`src/rtl/wb_port_arbiter.sv`:
```
// Write-back port arbiter: two requester FIFOs feeding a single registered
// register-file write port under round-robin arbitration.

module wb_port_arbiter_fifo #(
    parameter int DATA_W = 32,
    parameter int ADDR_W = 4,
    parameter int DEPTH  = 2
) (
    input  logic                  clk,
    input  logic                  rst,
    input  logic                  push,
    input  logic [ADDR_W-1:0]     push_dest,
    input  logic [DATA_W-1:0]     push_data,
    input  logic                  pop,
    output logic                  full,
    output logic                  empty,
    output logic [ADDR_W-1:0]     head_dest,
    output logic [DATA_W-1:0]     head_data,
    output logic [2**ADDR_W-1:0]  busy
);
    localparam int PW = (DEPTH > 1) ? $clog2(DEPTH) : 1;
    localparam int CW = $clog2(DEPTH + 1);

    logic [ADDR_W-1:0] dest_q [DEPTH];
    logic [DATA_W-1:0] data_q [DEPTH];
    logic [DEPTH-1:0]  vld;
    logic [PW-1:0]     wp;
    logic [PW-1:0]     rp;
    logic [CW-1:0]     cnt;

    // Per-slot valid bits let reg_busy be decoded without walking from rp.
    always_ff @(posedge clk or posedge rst) begin
        if (rst) begin
            wp  <= '0;
            rp  <= '0;
            cnt <= '0;
            vld <= '0;
        end else begin
            if (pop) begin
                vld[rp] <= 1'b0;
                rp      <= rp + 1'b1;
            end
            if (push) begin
                vld[wp] <= 1'b1;
                wp      <= wp + 1'b1;
            end
            case ({push, pop})
                2'b10:   cnt <= cnt + 1'b1;
                2'b01:   cnt <= cnt - 1'b1;
                default: ;
            endcase
        end
    end

    always_ff @(posedge clk) begin
        if (push) begin
            dest_q[wp] <= push_dest;
            data_q[wp] <= push_data;
        end
    end

    assign full      = (cnt == CW'(DEPTH));
    assign empty     = (cnt == '0);
    assign head_dest = dest_q[rp];
    assign head_data = data_q[rp];

    always_comb begin
        busy = '0;
        for (int unsigned i = 0; i < DEPTH; i++) begin
            if (vld[i]) busy[dest_q[i]] = 1'b1;
        end
    end
endmodule

module wb_port_arbiter #(
    parameter int DATA_W = 32,
    parameter int ADDR_W = 4,
    parameter int DEPTH  = 2
) (
    input  logic                  clk,
    input  logic                  rst,
    input  logic                  a_valid,
    input  logic [ADDR_W-1:0]     a_dest,
    input  logic [DATA_W-1:0]     a_data,
    output logic                  a_ready,
    input  logic                  b_valid,
    input  logic [ADDR_W-1:0]     b_dest,
    input  logic [DATA_W-1:0]     b_data,
    output logic                  b_ready,
    output logic                  wb_en,
    output logic [ADDR_W-1:0]     wb_dest,
    output logic [DATA_W-1:0]     wb_data,
    output logic [2**ADDR_W-1:0]  reg_busy
);
    localparam int NREG = 2**ADDR_W;
    localparam logic [0:0] PTR_A = 1'b0;
    localparam logic [0:0] PTR_B = 1'b1;

    logic              a_full, a_empty, b_full, b_empty;
    logic [ADDR_W-1:0] a_head_dest, b_head_dest;
    logic [DATA_W-1:0] a_head_data, b_head_data;
    logic [NREG-1:0]   a_busy, b_busy, wb_oh;
    logic              grant_a, grant_b;
    logic [0:0]        ptr;

    assign a_ready = !a_full;
    assign b_ready = !b_full;

    wb_port_arbiter_fifo #(.DATA_W(DATA_W), .ADDR_W(ADDR_W), .DEPTH(DEPTH)) u_fifo_a (
        .clk       (clk),
        .rst       (rst),
        .push      (a_valid && a_ready),
        .push_dest (a_dest),
        .push_data (a_data),
        .pop       (grant_a),
        .full      (a_full),
        .empty     (a_empty),
        .head_dest (a_head_dest),
        .head_data (a_head_data),
        .busy      (a_busy)
    );

    wb_port_arbiter_fifo #(.DATA_W(DATA_W), .ADDR_W(ADDR_W), .DEPTH(DEPTH)) u_fifo_b (
        .clk       (clk),
        .rst       (rst),
        .push      (b_valid && b_ready),
        .push_dest (b_dest),
        .push_data (b_data),
        .pop       (grant_b),
        .full      (b_full),
        .empty     (b_empty),
        .head_dest (b_head_dest),
        .head_data (b_head_data),
        .busy      (b_busy)
    );

    // A lone non-empty queue wins regardless of the pointer.
    assign grant_a = !a_empty && (b_empty || (ptr == PTR_A));
    assign grant_b = !b_empty && !grant_a;

    always_ff @(posedge clk or posedge rst) begin
        if (rst) begin
            ptr     <= PTR_A;
            wb_en   <= 1'b0;
            wb_dest <= '0;
            wb_data <= '0;
        end else if (grant_a) begin
            ptr     <= PTR_B;
            wb_en   <= 1'b1;
            wb_dest <= a_head_dest;
            wb_data <= a_head_data;
        end else if (grant_b) begin
            ptr     <= PTR_A;
            wb_en   <= 1'b1;
            wb_dest <= b_head_dest;
            wb_data <= b_head_data;
        end else begin
            wb_en   <= 1'b0;
        end
    end

    always_comb begin
        wb_oh = '0;
        if (wb_en) wb_oh[wb_dest] = 1'b1;
    end

    assign reg_busy = a_busy | b_busy | wb_oh;
endmodule

```
`config.mk`:
```
export PLATFORM = sky130hd
export DESIGN_NAME = wb_port_arbiter
export DESIGN_NICKNAME = d
export VERILOG_FILES = /design/src/rtl/wb_port_arbiter.sv
export SDC_FILE = /design/constraint.sdc
export NUM_CORES = 1
export LEC_CHECK = 0
export CORE_UTILIZATION = 49
export DETAILED_ROUTE_END_ITERATION = 7
export PLACE_DENSITY_LB_ADDON = 0.08
export SLEW_MARGIN = 20
export SYNTH_ARGS = -nofsm -noshare
export SYNTH_HDL_FRONTEND = slang
export SYNTH_SLANG_ARGS = --single-unit
```
`constraint.sdc`:
```
create_clock -name clk -period 8 [get_ports clk]
set_clock_uncertainty 0.05 [all_clocks]
set_input_delay 1.2 -clock clk [delete_from_list [all_inputs] [get_ports clk]]
set_output_delay 1.2 -clock clk [all_outputs]
set_load 0.01 [all_outputs]
```
Yosys cells after proc, flatten, opt, wreduce, memory -nomap -nowiden
Memory sizes are Yosys's and may differ from the RTL's.
Index checks and enable logic that the tools add are counted.
Word-level totals
  flip-flop bits (word level): 50
  memory bits (writable): 144
  input port bits: 76
  output and inout bits: 55
  memories kept: 4
Cells by class
  add/subtract/negate cells: 8
  $lt $le $gt $ge: 18
  eq/ne operators: 6
  multiplexer cells: 41
  bitwise logic cells: 11
  reductions and logical operators: 24
Memories
  u_fifo_a.data_q: depth 2, width 32, rd ports 1, clocked after memory_dff 0, wr ports 1, RTL line 25  | logic [DATA_W-1:0] data_q [DEPTH];
  u_fifo_b.data_q: depth 2, width 32, rd ports 1, clocked after memory_dff 0, wr ports 1, RTL line 25
  u_fifo_a.dest_q: depth 2, width 4, rd ports 3, clocked after memory_dff 0, wr ports 1, RTL line 24  | logic [ADDR_W-1:0] dest_q [DEPTH];
  u_fifo_b.dest_q: depth 2, width 4, rd ports 3, clocked after memory_dff 0, wr ports 1, RTL line 24
Operators with widths (number)
  16-bit two-way mux: 5
  32-bit two-way mux: 2
  16-bit OR: 4
  4-bit by 5-bit less-than comparator with 1-bit output, second input constant: 5
  1-bit demux with 4-bit select: 5
  4-bit by 1-bit >= comparator with 1-bit output, second input constant: 5
  1-bit two-way mux: 17
  1-bit logical AND: 13
  2-bit equality test, second input constant: 4
  1-bit by 2-bit less-than comparator with 1-bit output, second input constant: 4
  2-bit two-way mux: 4
  4-bit two-way mux: 2
  2-bit case mux with 2 select lines: 2
  2-bit nonzero test: 3
  1-bit zero test: 5
  1-bit adder, second input constant: 4
  2-bit by 1-bit adder with 2-bit output, second input constant: 2
  2-bit AND: 2
  1-bit demux with 1-bit select: 4
  2-bit by 1-bit equality test with 1-bit output, second input constant: 2
  1-bit >= comparator, second input constant: 4
  2-bit zero test: 2
  2-bit NOT: 2
  2-bit OR: 2
  other kinds (3): 4

Logic depth before layout (Yosys ltp)
  depth in word-level cells: 9
  depth in mapped cells: 7
  depth with buffers taken out: 6

Hierarchy
Synthesis repeated with hierarchy kept, for this count alone.
Second synthesis, totals
  cells, all modules: 508
  area total of the unflattened synthesis: 8303.0 sq um
Modules (own cells, without submodules)
  wb_port_arbiter_fifo: instances 2, cells each 168, area each 3062.9 sq um
  wb_port_arbiter: instances 1, cells each 172, area each 2177.1 sq um

Worst setup path before layout
Ideal clock, no wire load.
  kind: input to register
  start: in b_valid
  end: mem u_fifo_b.data_q[0][0], enable pin
  library setup time: 429 ps
  data arrival time: 2834 ps
  required time: 7521 ps
  slack: 4687 ps
  cell stages on the path: 2
  cell sequence: nand2_1 > nor2_1
On the way
  longest elaborated chain between the ends: 3
RTL lines
  start, declared: RTL line 86  | input logic b_valid,
  1-bit logical AND: RTL line 126  | .push (b_valid && b_ready),
  1-bit two-way mux: RTL line 56  | if (push) begin
  1-bit two-way mux (not written as such): RTL line 58  | data_q[wp] <= push_data;
  end, declared: RTL line 25
Every way passes these cells.

==> qor.txt <==
synthesis-stage register bit count: 194
cell area power density: 396 nW/µm²
Die Y: 133 µm
gr usage total: 23.0%
FILL cells: 1252
r2r setup slk: 5560 ps
Starting DRT DRC Count: 364
mapped cell area: 8400 µm²
P&R area growth vs syn: 24.1%
max-capacitance violation count: 0
Die W: 133 µm
max-slew violation count: 0
via-per-instance ratio: 5.95
Inserted Diodes: 0
Worst VDD drop: 0.182 mV
vias in the first global route: 5506
I/O pins: 131
main combinational cell family by area after synthesis: compound AO/OA/AOI/OAI gates
final period utilization: 44.5%
number of H-tree levels: 4
largest net degree at the start of global routing: 59
utilization after layout: 62.7%
Hold Crit Class: flop to flop
CP Launch Type: flop
# DRC: 0
Fin. Hold Viols: 0
Top FF cell, synth: edfxtp_1
clock network fraction of total power: 19.8%
Worst Path Max Fanout: 5
Critical Path RT: 6750 ps
status: finished clean
Sw Pwr: 1.45 mW
adder-cell share of the synthesized area: 0.149%
post-CTS setup buffer count: 0
CTS root buffer: clkbuf_16
CORE AREA: 16600 µm²
syn avg cell area: 14.9 µm²
actual slew at the worst max-slew pin: 1080 ps
Post-Syn Instances: 563
FFs w/ async S/R, synth: 25.8%
routability cong.: 0.920
Synth Area in Compound Gates: 10.9%
hold_buf cts: 0
vias: 5436
initial antenna violation count: 0
final wirelength: 19.7 mm
final setup fails: 0
Synth cell types: 50
register area: 5580 µm²
DR pass1 iterations: 5
Post-synth EDFFs: 144
setup tns final: 0 ps
nets: 758
Clock transition at path regs: 70 ps
YS warnings: 0
most frequent cells in the layout: edfxtp_1, clkdlybuf4s50_1, dfrtp_1
WL/cell: 21.5 µm
total CTS buffers: 17
RSZ-0062 raised after global routing: false
share of cells above drive strength 1: 13.0%
GRT overflow: 0
Setup CP Type: flop to output pin
CTS tree: yes
XOR/XNOR Fraction of Synth Area: 1.01%
Combinational Power Share: 39.4%
Crit path arrival time: 2310 ps
Clock Tree Buf Depth: 2
simple-gate area share of the yosys netlist: 10.5%
Multi-input gate area: 2590 µm²
Net Sw Frac: 35.2%
I/O Buffers: 130
Power Internal: 2.67 mW
Seq pwr share: 40.8%
first-pass GRT wire length: 30.3 mm
post-route minimum period: 3560 ps
post-CTS sizing: 0
commonest non-fill, non-tap cell in the layout: edfxtp_1
Core Rows: 47
CTS Sinks: 194
Starting Density: 50.5%
Clk Latency, worst-skew pair: 420 ps
syn nets: 640
leakage: 3.72 nW
DIE AREA: 17700 µm²
mux share of post-synthesis cell area: 7.92%
CP Capture Type: output pin
fmax: 281 MHz
slew margin rel.: 27.8%
Antenna Violating Nets Remaining: 0
Detailed Place HPWL: 12.7 mm
sequential element share of the synthesized area: 66.4%
path summary, 6_finish.rpt:
| kind | start | endpoint | depth (start not counted) |
|---|---|---|---|
| hold / removal | u_fifo_b.data_q[0][20] | wb_data[20] | 1 |
| max in group asynchronous | rst | u_fifo_b.rp | 3 |
| min in group asynchronous | rst | wb_data[15] | 3 |
| setup reg to reg | ptr | wb_data[18] | 4 |
| hold reg to reg | u_fifo_b.data_q[0][20] | wb_data[20] | 1 |
| setup / recovery | u_fifo_a.dest_q[0][3] | reg_busy[2] | 4 |
metal layers:
metal	GRT usage (%)	up-vias	share of wire (%)
li1	-	2473	-
met5	0	-	0
met3	4.06	17	5.2
met2	39.3	184	51
met4	6.77	0	1.0
met1	30.1	2762	43
stage by stage:
| step | hold slack (ps) | instances | area, µm² | setup slack (ps) | power (mW) |
|---|---|---|---|---|---|
| after floorplan | 405 | 563 | 8400 | 4690 | 2.71 |
| after global placement | 408 | 878 | 9790 | 4740 | 3.26 |
| after detailed placement | 415 | 882 | 9860 | 4810 | 3.34 |
| after CTS | 431 | 914 | 10400 | 4440 | 4.15 |
| after global routing | 444 | 914 | 10400 | 4280 | 4.35 |
| final | 430 | 914 | 10400 | 4440 | 4.13 |
power groups by stage:
stage | Clock [mW] | Combinational, mW | Sequential (mW)
floorplan | 0 | 1.11 | 1.60
global placement | 0 | 1.57 | 1.69
detailed placement | 0 | 1.64 | 1.70
CTS | 0.824 | 1.64 | 1.69
global route | 0.868 | 1.76 | 1.72
finish | 0.815 | 1.63 | 1.68
kinds of logic after synthesis:
logic type | after synthesis
multiplexers | 57
AND/OR/NAND/NOR | 151
adder cells (fa/ha/maj) | 1
flip-flops | 194
AO/OA/AOI/OAI | 107
XOR/XNOR | 8
buffers and inverters | 45
cells in the mapped netlist, drive strengths merged, types with 5 or more instances:
library cell | number | area share (%)
xnor2 | 5 | 0.52
mux2i | 20 | 2.4
nand2 | 10 | 0.45
nor2b | 6 | 0.45
dfrtp | 50 | 15
a221o | 16 | 1.9
nor3b | 6 | 0.67
edfxtp | 144 | 51
a32o | 20 | 2.4
nor3 | 7 | 0.55
buf | 23 | 2.1
nor2 | 23 | 1.1
or3 | 10 | 0.74
nand2b | 31 | 2.3
o2111ai | 19 | 2.0
nand3 | 31 | 1.8
clkbuf | 15 | 0.69
o211ai | 20 | 1.8
mux2 | 37 | 5.5
o22ai | 19 | 1.4
inv | 7 | 0.31
nand3b | 12 | 1.1
layout make-up:
cell class | count | share of cell area [%]
Clock buffer | 18 | 4.21
Clock inverter | 14 | 1.21
Inverter | 7 | 0.252
Multi-Input combinational cell | 324 | 24.8
Sequential cell | 194 | 53.5
Tap cell | 220 | 2.64
Timing Repair Buffer | 137 | 13.4
critical path, stage by stage (launching register included):
cell,delay (ps)
edfxtp_1,470
nor3b_1,470
a32o_1,280
or4_1,140
clkdlybuf4s50_1,540
registers in the layout, summed over array words and instances (netlist names), 4 cells and up:
signal	flops
u_fifo_a.data_q	64
u_fifo_b.data_q	64
u_fifo_a.dest_q	8
wb_data	32
u_fifo_b.dest_q	8
wb_dest	4
Power figures use the tool's default switching activity.
